### src/rtl/negedge_capture_scheduler_if.sv
// Request/grant/capture bundle shared between the requesters and the negedge
// capture scheduler. The master side drives requests; the slave side is the scheduler.
interface negedge_capture_scheduler_if #(
    parameter int NREQ  = 4,
    parameter int DW    = 7,
    parameter int LEN_W = 4
);
    localparam int OW = $clog2(NREQ);

    logic [NREQ-1:0]       req;
    logic [NREQ*DW-1:0]    req_data;
    logic [NREQ*LEN_W-1:0] req_len;
    logic [NREQ-1:0]       grant;
    logic                  busy;
    logic                  cap_valid;
    logic [DW-1:0]         cap_data;
    logic [OW-1:0]         cap_owner;
    logic                  done;

    modport master (
        output req, req_data, req_len,
        input  grant, busy, cap_valid, cap_data, cap_owner, done
    );

    modport slave (
        input  req, req_data, req_len,
        output grant, busy, cap_valid, cap_data, cap_owner, done
    );
endinterface

### src/rtl/negedge_capture_scheduler.sv
// Round-robin owner of a single negedge-loaded capture register: grant, capture, hold, release.
// Optional build macro CAPTURE_OR_REDUCE_EN folds the OR of the upper field bits into bit 0.
module negedge_capture_scheduler #(
    parameter int NREQ  = 4,
    parameter int DW    = 7,
    parameter int LEN_W = 4
) (
    input logic                   clkin_data,
    input logic                   reset,
    negedge_capture_scheduler_if.slave bus
);
    localparam int OW = $clog2(NREQ);

    typedef enum logic [1:0] {
        IDLE    = 2'd0,
        CAPTURE = 2'd1,
        HOLD    = 2'd2,
        RELEASE = 2'd3
    } state_t;

    state_t           state, state_nxt;
    logic [OW-1:0]    owner, owner_nxt;
    logic [OW-1:0]    ptr, ptr_nxt;
    logic [LEN_W-1:0] cnt, cnt_nxt;
    logic [DW-1:0]    cap_field_p0;
    logic             found;
    logic [OW-1:0]    pick;
    int               idx;

    function automatic logic [DW-1:0] capture_field(input logic [DW-1:0] d);
`ifdef CAPTURE_OR_REDUCE_EN
        return {d[DW-1:1], |d[DW-1:1]};
`else
        return d;
`endif
    endfunction

    function automatic logic [OW-1:0] wrap_inc(input logic [OW-1:0] v);
        if (int'(v) == NREQ - 1) begin
            return '0;
        end
        return v + OW'(1);
    endfunction

    // First pending request at or above the pointer, wrapping modulo NREQ.
    always_comb begin
        found = 1'b0;
        pick  = ptr;
        idx   = 0;
        for (int i = 0; i < NREQ; i++) begin
            idx = int'(ptr) + i;
            if (idx >= NREQ) begin
                idx = idx - NREQ;
            end
            if (!found && bus.req[OW'(idx)]) begin
                found = 1'b1;
                pick  = OW'(idx);
            end
        end
    end

    always_ff @(posedge clkin_data or posedge reset) begin
        if (reset) begin
            state <= IDLE;
            owner <= '0;
            ptr   <= '0;
            cnt   <= '0;
        end else begin
            state <= state_nxt;
            owner <= owner_nxt;
            ptr   <= ptr_nxt;
            cnt   <= cnt_nxt;
        end
    end

    always_comb begin
        state_nxt = state;
        owner_nxt = owner;
        ptr_nxt   = ptr;
        cnt_nxt   = cnt;
        case (state)
            IDLE: begin
                if (found) begin
                    owner_nxt = pick;
                    cnt_nxt   = bus.req_len[int'(pick)*LEN_W +: LEN_W];
                    state_nxt = CAPTURE;
                end
            end
            CAPTURE: begin
                if (!bus.req[owner]) begin
                    state_nxt = RELEASE;
                    ptr_nxt   = wrap_inc(owner);
                end else begin
                    state_nxt = HOLD;
                end
            end
            HOLD: begin
                // A dropped request ends the hold early, same as an expired count.
                if (!bus.req[owner] || cnt == '0) begin
                    state_nxt = RELEASE;
                    ptr_nxt   = wrap_inc(owner);
                end else begin
                    cnt_nxt = cnt - LEN_W'(1);
                end
            end
            RELEASE: begin
                state_nxt = IDLE;
            end
            default: begin
                state_nxt = IDLE;
            end
        endcase
    end

    always_comb begin
        bus.grant = '0;
        if (state == CAPTURE || state == HOLD) begin
            bus.grant[owner] = 1'b1;
        end
        bus.busy      = (state != IDLE);
        bus.cap_valid = (state == HOLD);
        bus.done      = (state == RELEASE);
        bus.cap_owner = owner;
        bus.cap_data  = cap_field_p0;
    end

    // Capture stage: loads on the falling edge inside the CAPTURE cycle only.
    always_ff @(negedge clkin_data or posedge reset) begin
        if (reset) begin
            cap_field_p0 <= '0;
        end else if (state == CAPTURE) begin
            cap_field_p0 <= capture_field(bus.req_data[int'(owner)*DW +: DW]);
        end
    end
endmodule

### src/flat_wrapper.sv
// flat-port wrapper written by rule: the top's interface ports become plain ports
module negedge_capture_scheduler_flat 
#(
    parameter int NREQ  = 4,
    parameter int DW    = 7,
    parameter int LEN_W = 4
)
  (clkin_data, reset, bus_req, bus_req_data, bus_req_len, bus_grant, bus_busy, bus_cap_valid, bus_cap_data, bus_cap_owner, bus_done);
  negedge_capture_scheduler_if #(.NREQ(NREQ), .DW(DW), .LEN_W(LEN_W)) bus_i ();
  input logic clkin_data;
  input logic reset;
  input wire logic [$bits(bus_i.req)-1:0] bus_req;
  input wire logic [$bits(bus_i.req_data)-1:0] bus_req_data;
  input wire logic [$bits(bus_i.req_len)-1:0] bus_req_len;
  output wire logic [$bits(bus_i.grant)-1:0] bus_grant;
  output wire logic [$bits(bus_i.busy)-1:0] bus_busy;
  output wire logic [$bits(bus_i.cap_valid)-1:0] bus_cap_valid;
  output wire logic [$bits(bus_i.cap_data)-1:0] bus_cap_data;
  output wire logic [$bits(bus_i.cap_owner)-1:0] bus_cap_owner;
  output wire logic [$bits(bus_i.done)-1:0] bus_done;
  assign bus_i.req = bus_req;
  assign bus_i.req_data = bus_req_data;
  assign bus_i.req_len = bus_req_len;
  assign bus_grant = bus_i.grant;
  assign bus_busy = bus_i.busy;
  assign bus_cap_valid = bus_i.cap_valid;
  assign bus_cap_data = bus_i.cap_data;
  assign bus_cap_owner = bus_i.cap_owner;
  assign bus_done = bus_i.done;
  negedge_capture_scheduler #(.NREQ(NREQ), .DW(DW), .LEN_W(LEN_W)) u_core (.clkin_data(clkin_data), .reset(reset), .bus(bus_i));
endmodule
### config.mk
export PLATFORM = sky130hd
export DESIGN_NAME = negedge_capture_scheduler_flat
export DESIGN_NICKNAME = d
export VERILOG_FILES = /design/src/rtl/negedge_capture_scheduler_if.sv /design/src/rtl/negedge_capture_scheduler.sv /design/src/flat_wrapper.sv
export SDC_FILE = /design/constraint.sdc
export NUM_CORES = 1
export LEC_CHECK = 0
export ABC_AREA = 0
export ABC_CLOCK_PERIOD_IN_PS = 3160
export CORE_MARGIN = 2
export CORE_UTILIZATION = 43
export DETAILED_ROUTE_END_ITERATION = 7
export GPL_ROUTABILITY_DRIVEN = 0
export MAX_ROUTING_LAYER = met4
export PLACE_DENSITY = 0.84
export SLEW_MARGIN = 5
export SYNTH_ARGS = -nofsm -noshare
export SYNTH_HDL_FRONTEND = slang
export SYNTH_SLANG_ARGS = --single-unit
### constraint.sdc
create_clock -name clkin_data -period 3.16 [get_ports clkin_data]
set_input_delay 0.474 -clock clkin_data [delete_from_list [all_inputs] [get_ports clkin_data]]
set_output_delay 0.474 -clock clkin_data [all_outputs]
set_load 0.01 [all_outputs]
==> summary.txt, run 1 <==
Outcome
  • Status: completed

Drt
  • Drt drc: 0
  • Routed wire length: 3730 um
  • Drt wl/cell: 15.5 um
  • Drt initial violations: 69
  • First drt pass iteration count: 5
  • Highest layer used for signal routing: met4
  • WL met2: 1930 um
  • Antenna viol nets, final: 0
  • Wire length on met1: 1460 um
  • Met3 wire length: 240 um
  • Via count: 1256
  • Via density: 5.21

Synth
  • Yosys top cell area share: 18.5%
  • Post-synthesis net count: 186
  • Post-Synth Adder-Cell Area: 8.31%
  • Async SR Flop Fraction: 100%
  • Seq/Total Area, Yosys: 31.4%
  • Post-synth top flop: dfrtp_1
  • Largest family of logic cells by synthesized area: multiplexers
  • Synth Register Bits: 17
  • XOR/XNOR Fraction of Synth Area: 0%
  • Top cells by area, synth: dfrtp_1 18%, dfrtn_1 13%, mux4_2 12%, mux2_2 10%, ha_1 8.3%
  • Synthesized area per cell: 10.7 um^2
  • Synth Area in Compound Gates: 13.7%
  • Post-synth EDFFs: 0
  • Cell taking the most area after synthesis: dfrtp_1
  • Ys Warns: 0
  • Mux share of post-synthesis cell area: 29.5%
  • Netlist cell types: 37
  • Post-Synth Simple-Gate Area: 12.6%
  • Post-Synthesis Cells: 127
  • Mapped cell area: 1360 um^2

Clock network
  • H-Tree Depth: 1
  • Post-CTS Setup Bufs: 0
  • Clk pin slew, worst setup/hold paths: 100 ps
  • Post-CTS Hold Buffers: 0
  • CTS tree: done
  • Number of CTS-inserted buffers: 3
  • Max clock buf depth: 2
  • Root Driver: clkbuf_4
  • Sink Count: 17
  • Worst-Skew Late Latency: 300 ps

Critical path
  • Crit path max fanout: 8
  • Setup Crit Path Kind: reg2reg
  • Slowest cell on the critical path: mux4_2
  • Worst setup SP type: flop
  • Critical path, cell by cell: mux4_2 > mux2_2
  • CP arrival: 1650 ps
  • CP required: 1730 ps
  • R2R depth: 2
  • CP endpoint kind: flop
  • Worst path max stage delay: 540 ps

Floorplan
  • Starting Density: 44.8%
  • Die H: 60.1 um
  • Die Area: 3620 um^2
  • I/O pin total: 66
  • Die width: 60.1 um
  • Core Box Area: 3030 um^2
  • Row cnt: 20

GRT
  • Initial antenna violation count: 0
  • Overflow after GRT: 0
  • First-pass GRT wire length: 5950 um
  • Number of global-route vias before repair: 1301
  • GR Util All Layers: 23.1%
  • Largest net degree at the start of global routing: 13

Pwr
  • Internal Pwr Total: 0.00104 W
  • Net Sw Frac: 41.0%
  • Seq pwr share: 26.4%
  • Leakage: 0.891 nW
  • Peak supply drop: 0.405 mV
  • Share of total power in combinational logic: 66.7%
  • Power density over the cells: 842 nW/um^2
  • Clock share of power: 6.9%
  • Net Sw Power: 0.000724 W

Finish
  • Layout net count: 257
  • Commonest non-fill, non-tap cell in the layout: clkdlybuf4s50_1
  • Final instance area: 2100 um^2
  • Antenna diode count: 0
  • Most frequent cells in the layout: 58 x clkdlybuf4s50_1, 13 x inv_1, 12 x mux2_2
  • Fraction of layout instances using a drive strength above 1: 16.2%
  • Area Growth Syn to Fin: 54.8%
  • Fill count: 238

Timing
  • Slew margin rel.: 57.7%
  • Final count of pins violating max slew: 0
  • RSZ-0062 raised after global routing: false
  • Count of final setup violators: 0
  • Setup WS post-layout: 80.3 ps
  • Worst-margin pin slew: 634 ps
  • Hold_ws: 446 ps
  • Clock Skews: 5.20 ps
  • Fin. Hold Viols: 0

Placement
  • Dpl hpwl: 3050 um
  • Area post-placement: 2080 um^2
  • Worst slack at placement: -212 ps
  • Port Buf Inserts: 65

Job
  • # Max-Cap Violations: 0

Hold path
  • Hold path depth: 1
  • Hold WC Path Type: reg2reg
[kinds of logic (layout without fill, tap and decap cells)]
group / Yosys count / after routing
buf+inv: 16 / 86
flops: 17 / 17
mux: 28 / 28
fa+ha+maj: 9 / 9
compound gates: 23 / 23
simple gates: 34 / 34
[registers in the layout, indices dropped and copies added (netlist names)]
register              cells
u_core.bus.cap_data       7
u_core.cnt                4
u_core.bus.cap_owner      2
u_core.ptr                2
u_core.state              2
[Yosys cell counts (2+ instances only)]
cell      number
a21oi_1        4
and2_1         4
clkbuf_1       2
dfrtn_1        7
dfrtp_1       10
ha_1           9
inv_1         13
mux2_2        12
mux2i_1        7
mux4_2         7
nand2_1       11
nand2b_1       2
nand3_1        3
nor2_1         4
nor2b_1        3
nor3_1         3
o21a_1         2
o21ai_0        3
o21ai_1        2
or2b_1         2
[worst paths after layout]
check / slack [ps] / end / start
setup reg to reg: 80 / u_core.bus.cap_data[1]$_DFFE_NP0N_ / u_core.bus.cap_owner[0]$_DFFE_PP0P_
min in group asynchronous: 490 / u_core.cnt[0]$_DFFE_PP0P_ / reset
hold reg to reg: 450 / u_core.bus.cap_data[6]$_DFFE_NP0N_ / u_core.bus.cap_data[6]$_DFFE_NP0N_
hold / removal: 450 / u_core.bus.cap_data[6]$_DFFE_NP0N_ / u_core.bus.cap_data[6]$_DFFE_NP0N_
setup / recovery: 80 / u_core.bus.cap_data[1]$_DFFE_NP0N_ / u_core.bus.cap_owner[0]$_DFFE_PP0P_
max in group asynchronous: 830 / u_core.bus.cap_data[1]$_DFFE_NP0N_ / reset
[through the flow]
stage               setup TNS, ps  total power [W]  std cells  util [%]
floorplan                       0          0.00123        127         -
global placement            -1210          0.00162        237      68.6
detailed placement          -1370          0.00169        237      68.6
CTS                             0          0.00178        241      69.3
global route                    0          0.00191        241      69.3
finish                          0          0.00177        241      69.3
[area by class of cell]
| cell class | instances | area [um^2] | area share, % |
|---|---|---|---|
| Timing Repair Buffer | 69 | 672 | 32.0 |
| Tap cell | 44 | 55.1 | 2.63 |
| Inverter | 13 | 48.8 | 2.33 |
| Clock buffer | 4 | 26.3 | 1.25 |
| Sequential cell | 17 | 427 | 20.3 |
| Multi-Input combinational cell | 94 | 868 | 41.4 |
[layer usage]
| layer | up-vias | global-route usage, % |
|---|---|---|
| li1 | 604 | - |
| met1 | 595 | 25.2 |
| met2 | 50 | 41.0 |
| met3 | 7 | 2.81 |
| met4 | 0 | 11.4 |
| met5 | - | - |
[power groups by stage]
stage                     clock [W]  sequential [W]  combinational [W]
after floorplan                   0        0.000453           0.000773
after global placement            0        0.000459            0.00116
after detailed placement          0        0.000471            0.00121
after CTS                  0.000122        0.000467            0.00119
after global routing       0.000132        0.000482            0.00129
final                      0.000122        0.000466            0.00118
[worst max-delay path: cells and delay by family, from the launching register on]
| kind | cells | cell delay, ps |
|---|---|---|
| flops | 1 | 530 |
| mux | 2 | 810 |
[what timing repair did]
item,in CTS,in global routing
gates resized for setup,8,0
setup endpoints to repair,14,0
hold endpoints to repair,0,0
(Power assumes the default switching activity.)
==> run 2, diff against run 1 <==
--- a/config.mk
+++ b/config.mk
@@ -7,7 +7,6 @@
 export LEC_CHECK = 0
 export ABC_AREA = 0
 export ABC_CLOCK_PERIOD_IN_PS = 3160
-export CORE_MARGIN = 2
 export CORE_UTILIZATION = 43
 export DETAILED_ROUTE_END_ITERATION = 7
 export GPL_ROUTABILITY_DRIVEN = 0
==> run 2 against run 1 <==
Clock power fell by 5%. Critical path type unchanged. Setup slack improved by 7.9 ps. First-iteration DRC count fell by 54%. Highest routed layer unchanged.
==> summary.txt, run 2 (synthesis gave the netlist of run 1 again) <==
GRT
  • First-pass GRT wire length: 5660 um (was 5950 um)
  • Overflow after GRT: 0 (unchanged)
  • GR Util All Layers: 22.4% (was 23.1%)
  • Initial antenna violation count: 0 (unchanged)
  • Largest net degree at the start of global routing: 11 (was 13)
  • Number of global-route vias before repair: 1269 (was 1301)

Drt
  • Via count: 1241 (was 1256)
  • Via density: 5.17 (was 5.21)
  • Drt wl/cell: 13.9 um (was 15.5 um)
  • First drt pass iteration count: 4 (was 5)
  • Antenna viol nets, final: 0 (unchanged)
  • Routed wire length: 3340 um (was 3730 um)
  • Drt drc: 0 (unchanged)
  • Drt initial violations: 32 (was 69)

Placement
  • Port Buf Inserts: 65 (unchanged)
  • Area post-placement: 2070 um^2 (was 2080 um^2)
  • Number of cells after detailed placement: 236 (was 237)
  • Dpl hpwl: 2790 um (was 3050 um)

Clock network
  • Clk pin slew, worst setup/hold paths: 110 ps (was 100 ps)
  • Root Driver: clkbuf_4 (unchanged)
  • H-Tree Depth: 1 (unchanged)
  • Post-cts sizing count: 8 (unchanged)
  • Number of CTS-inserted buffers: 3 (unchanged)
  • Post-CTS Hold Buffers: 0 (unchanged)
  • Worst-Skew Late Latency: 290 ps (was 300 ps)
  • CTS tree: done (unchanged)
  • Post-CTS Setup Bufs: 0 (unchanged)
  • Max clock buf depth: 2 (unchanged)
  • Sink Count: 17 (unchanged)

Job
  • # Max-Cap Violations: 0 (unchanged)

Timing
  • Final count of pins violating max slew: 0 (unchanged)
  • Count of final setup violators: 0 (unchanged)
  • Fin. Hold Viols: 0 (unchanged)
  • RSZ-0062 raised after global routing: false (unchanged)
  • Hold_ws: 451 ps (was 446 ps)
  • Worst-margin pin slew: 612 ps (was 634 ps)
  • Clock Skews: 6.74 ps (was 5.20 ps)
  • Slew margin rel.: 59.2% (was 57.7%)

Finish
  • Largest register FFs: 7 (unchanged)
  • Final instance area: 2090 um^2 (was 2100 um^2)
  • Layout net count: 256 (was 257)
  • Fill count: 254 (was 238)
  • Commonest non-fill, non-tap cell in the layout: clkdlybuf4s50_1 (unchanged)
  • Fraction of layout instances using a drive strength above 1: 16.3% (was 16.2%)
  • Area Growth Syn to Fin: 54.3% (was 54.8%)
  • Antenna diode count: 0 (unchanged)
  • Most frequent cells in the layout: 58 x clkdlybuf4s50_1, 13 x inv_1, 12 x mux2_2 (unchanged)
  • Post-Layout Cell Count: 240 (was 241)

Floorplan
  • Starting Density: 44.8% (unchanged)
  • Row cnt: 20 (unchanged)
  • Die H: 58.1 um (was 60.1 um)
  • I/O pin total: 66 (unchanged)
  • Die width: 58.1 um (was 60.1 um)
  • Core Box Area: 3030 um^2 (unchanged)
  • Die Area: 3380 um^2 (was 3620 um^2)

Critical path
  • CP required: 1720 ps (was 1730 ps)
  • CP arrival: 1630 ps (was 1650 ps)
  • CP endpoint kind: flop (unchanged)
  • Critical path startpoint: u_core.bus.cap_owner[0]$_DFFE_PP0P_ (unchanged)
  • Slowest cell on the critical path: mux4_2 (unchanged)
  • Critical R2R Launch: u_core.bus.cap_owner[0]$_DFFE_PP0P_ (unchanged)
  • Crit path max fanout: 8 (unchanged)
  • Critical path, cell by cell: mux4_2 > mux2_2 (unchanged)
  • Worst setup SP type: flop (unchanged)
  • Setup Crit Path Kind: reg2reg (unchanged)
  • Worst path max stage delay: 540 ps (about the same)

Pwr
  • Net Sw Power: 0.000689 W (was 0.000724 W)
  • Seq pwr share: 27.3% (was 26.4%)
  • Internal Pwr Total: 0.00103 W (was 0.00104 W)
  • Peak supply drop: 0.345 mV (was 0.405 mV)
  • Share of total power in combinational logic: 66.0% (was 66.7%)
  • Net Sw Frac: 40.1% (was 41.0%)
  • Leakage: 0.889 nW (was 0.891 nW)
  • Power density over the cells: 822 nW/um^2 (was 842 nW/um^2)
  • Clock share of power: 6.8% (was 6.9%)

Outcome
  • Status: completed (unchanged)

Hold path
  • Hold WC Path Type: reg2reg (unchanged)
  • Hold Startpoint: u_core.bus.cap_data[1]$_DFFE_NP0N_ (was u_core.bus.cap_data[6]$_DFFE_NP0N_)
## run 2: cell count changes in the layout (fill, tap and decap cells not counted)
cell      before  now
clkinv_2       0    1
buf_4          4    3
clkbuf_1       1    0
## run 2: layer usage
layer / vias up / share of wire, % / wire length (um) / track usage [%]
li1: 609 / - / - / -
met1: 577 / 42 / 1400 / 25.7
met2: 47 / 50 / 1680 / 39.7
met3: 8 / 5.2 / 175 / 2.90
met4: 0 / 2.2 / 75 / 8.16
met5: - / 0 / 0 / -
## run 2: area by class of cell
| type | instances | area [um^2] | area share, % |
|---|---|---|---|
| Multi-Input combinational cell | 94 | 868 | 41.5 |
| Clock buffer | 3 | 22.5 | 1.08 |
| Inverter | 13 | 48.8 | 2.33 |
| Clock inverter | 1 | 5.00 | 0.239 |
| Tap cell | 44 | 55.1 | 2.63 |
| Sequential cell | 17 | 427 | 20.4 |
| Timing Repair Buffer | 68 | 664 | 31.8 |
## run 2: final timing paths
check | endpoint | slack (ps) | cells past startpoint
worst max register to register | u_core.bus.cap_data[5]$_DFFE_NP0N_ | 90 | 2
worst max-delay path | u_core.bus.cap_data[5]$_DFFE_NP0N_ | 90 | 2
worst min register to register | u_core.bus.cap_data[1]$_DFFE_NP0N_ | 450 | 1
max in group asynchronous | u_core.bus.cap_data[6]$_DFFE_NP0N_ | 1000 | 2
worst min-delay path | u_core.bus.cap_data[1]$_DFFE_NP0N_ | 450 | 1
min in group asynchronous | u_core.state[0]$_DFFE_PP0P_ | 730 | 3
## run 2: power groups by stage
| stage | registers [W] | logic [W] | clock network (W) |
|---|---|---|---|
| after floorplan | 0.000453 | 0.000773 | 0 |
| after global placement | 0.000464 | 0.00114 | 0 |
| after global routing | 0.000491 | 0.00125 | 0.000133 |
| final | 0.000469 | 0.00113 | 0.000116 |
| after CTS | 0.000472 | 0.00115 | 0.000121 |
| after detailed placement | 0.000475 | 0.00118 | 0 |
## run 2: critical path, delay by kind of cell (launching register included)
kind / cells / cell delay (ps)
mux: 2 / 810
flops: 1 / 530
## run 2: metrics by stage
stage          utilization (%)  total power, W  setup WS (ps)  TNS, ps
4_1_cts                   69.0         0.00174           62.4        0
3_3_place_gp              68.4         0.00161           -182    -1210
2_1_floorplan                -         0.00123           10.2        0
3_5_place_dp              68.4         0.00165           -217    -1360
6_report                  69.0         0.00172           88.2        0
5_1_grt                   69.0         0.00188           17.7        0
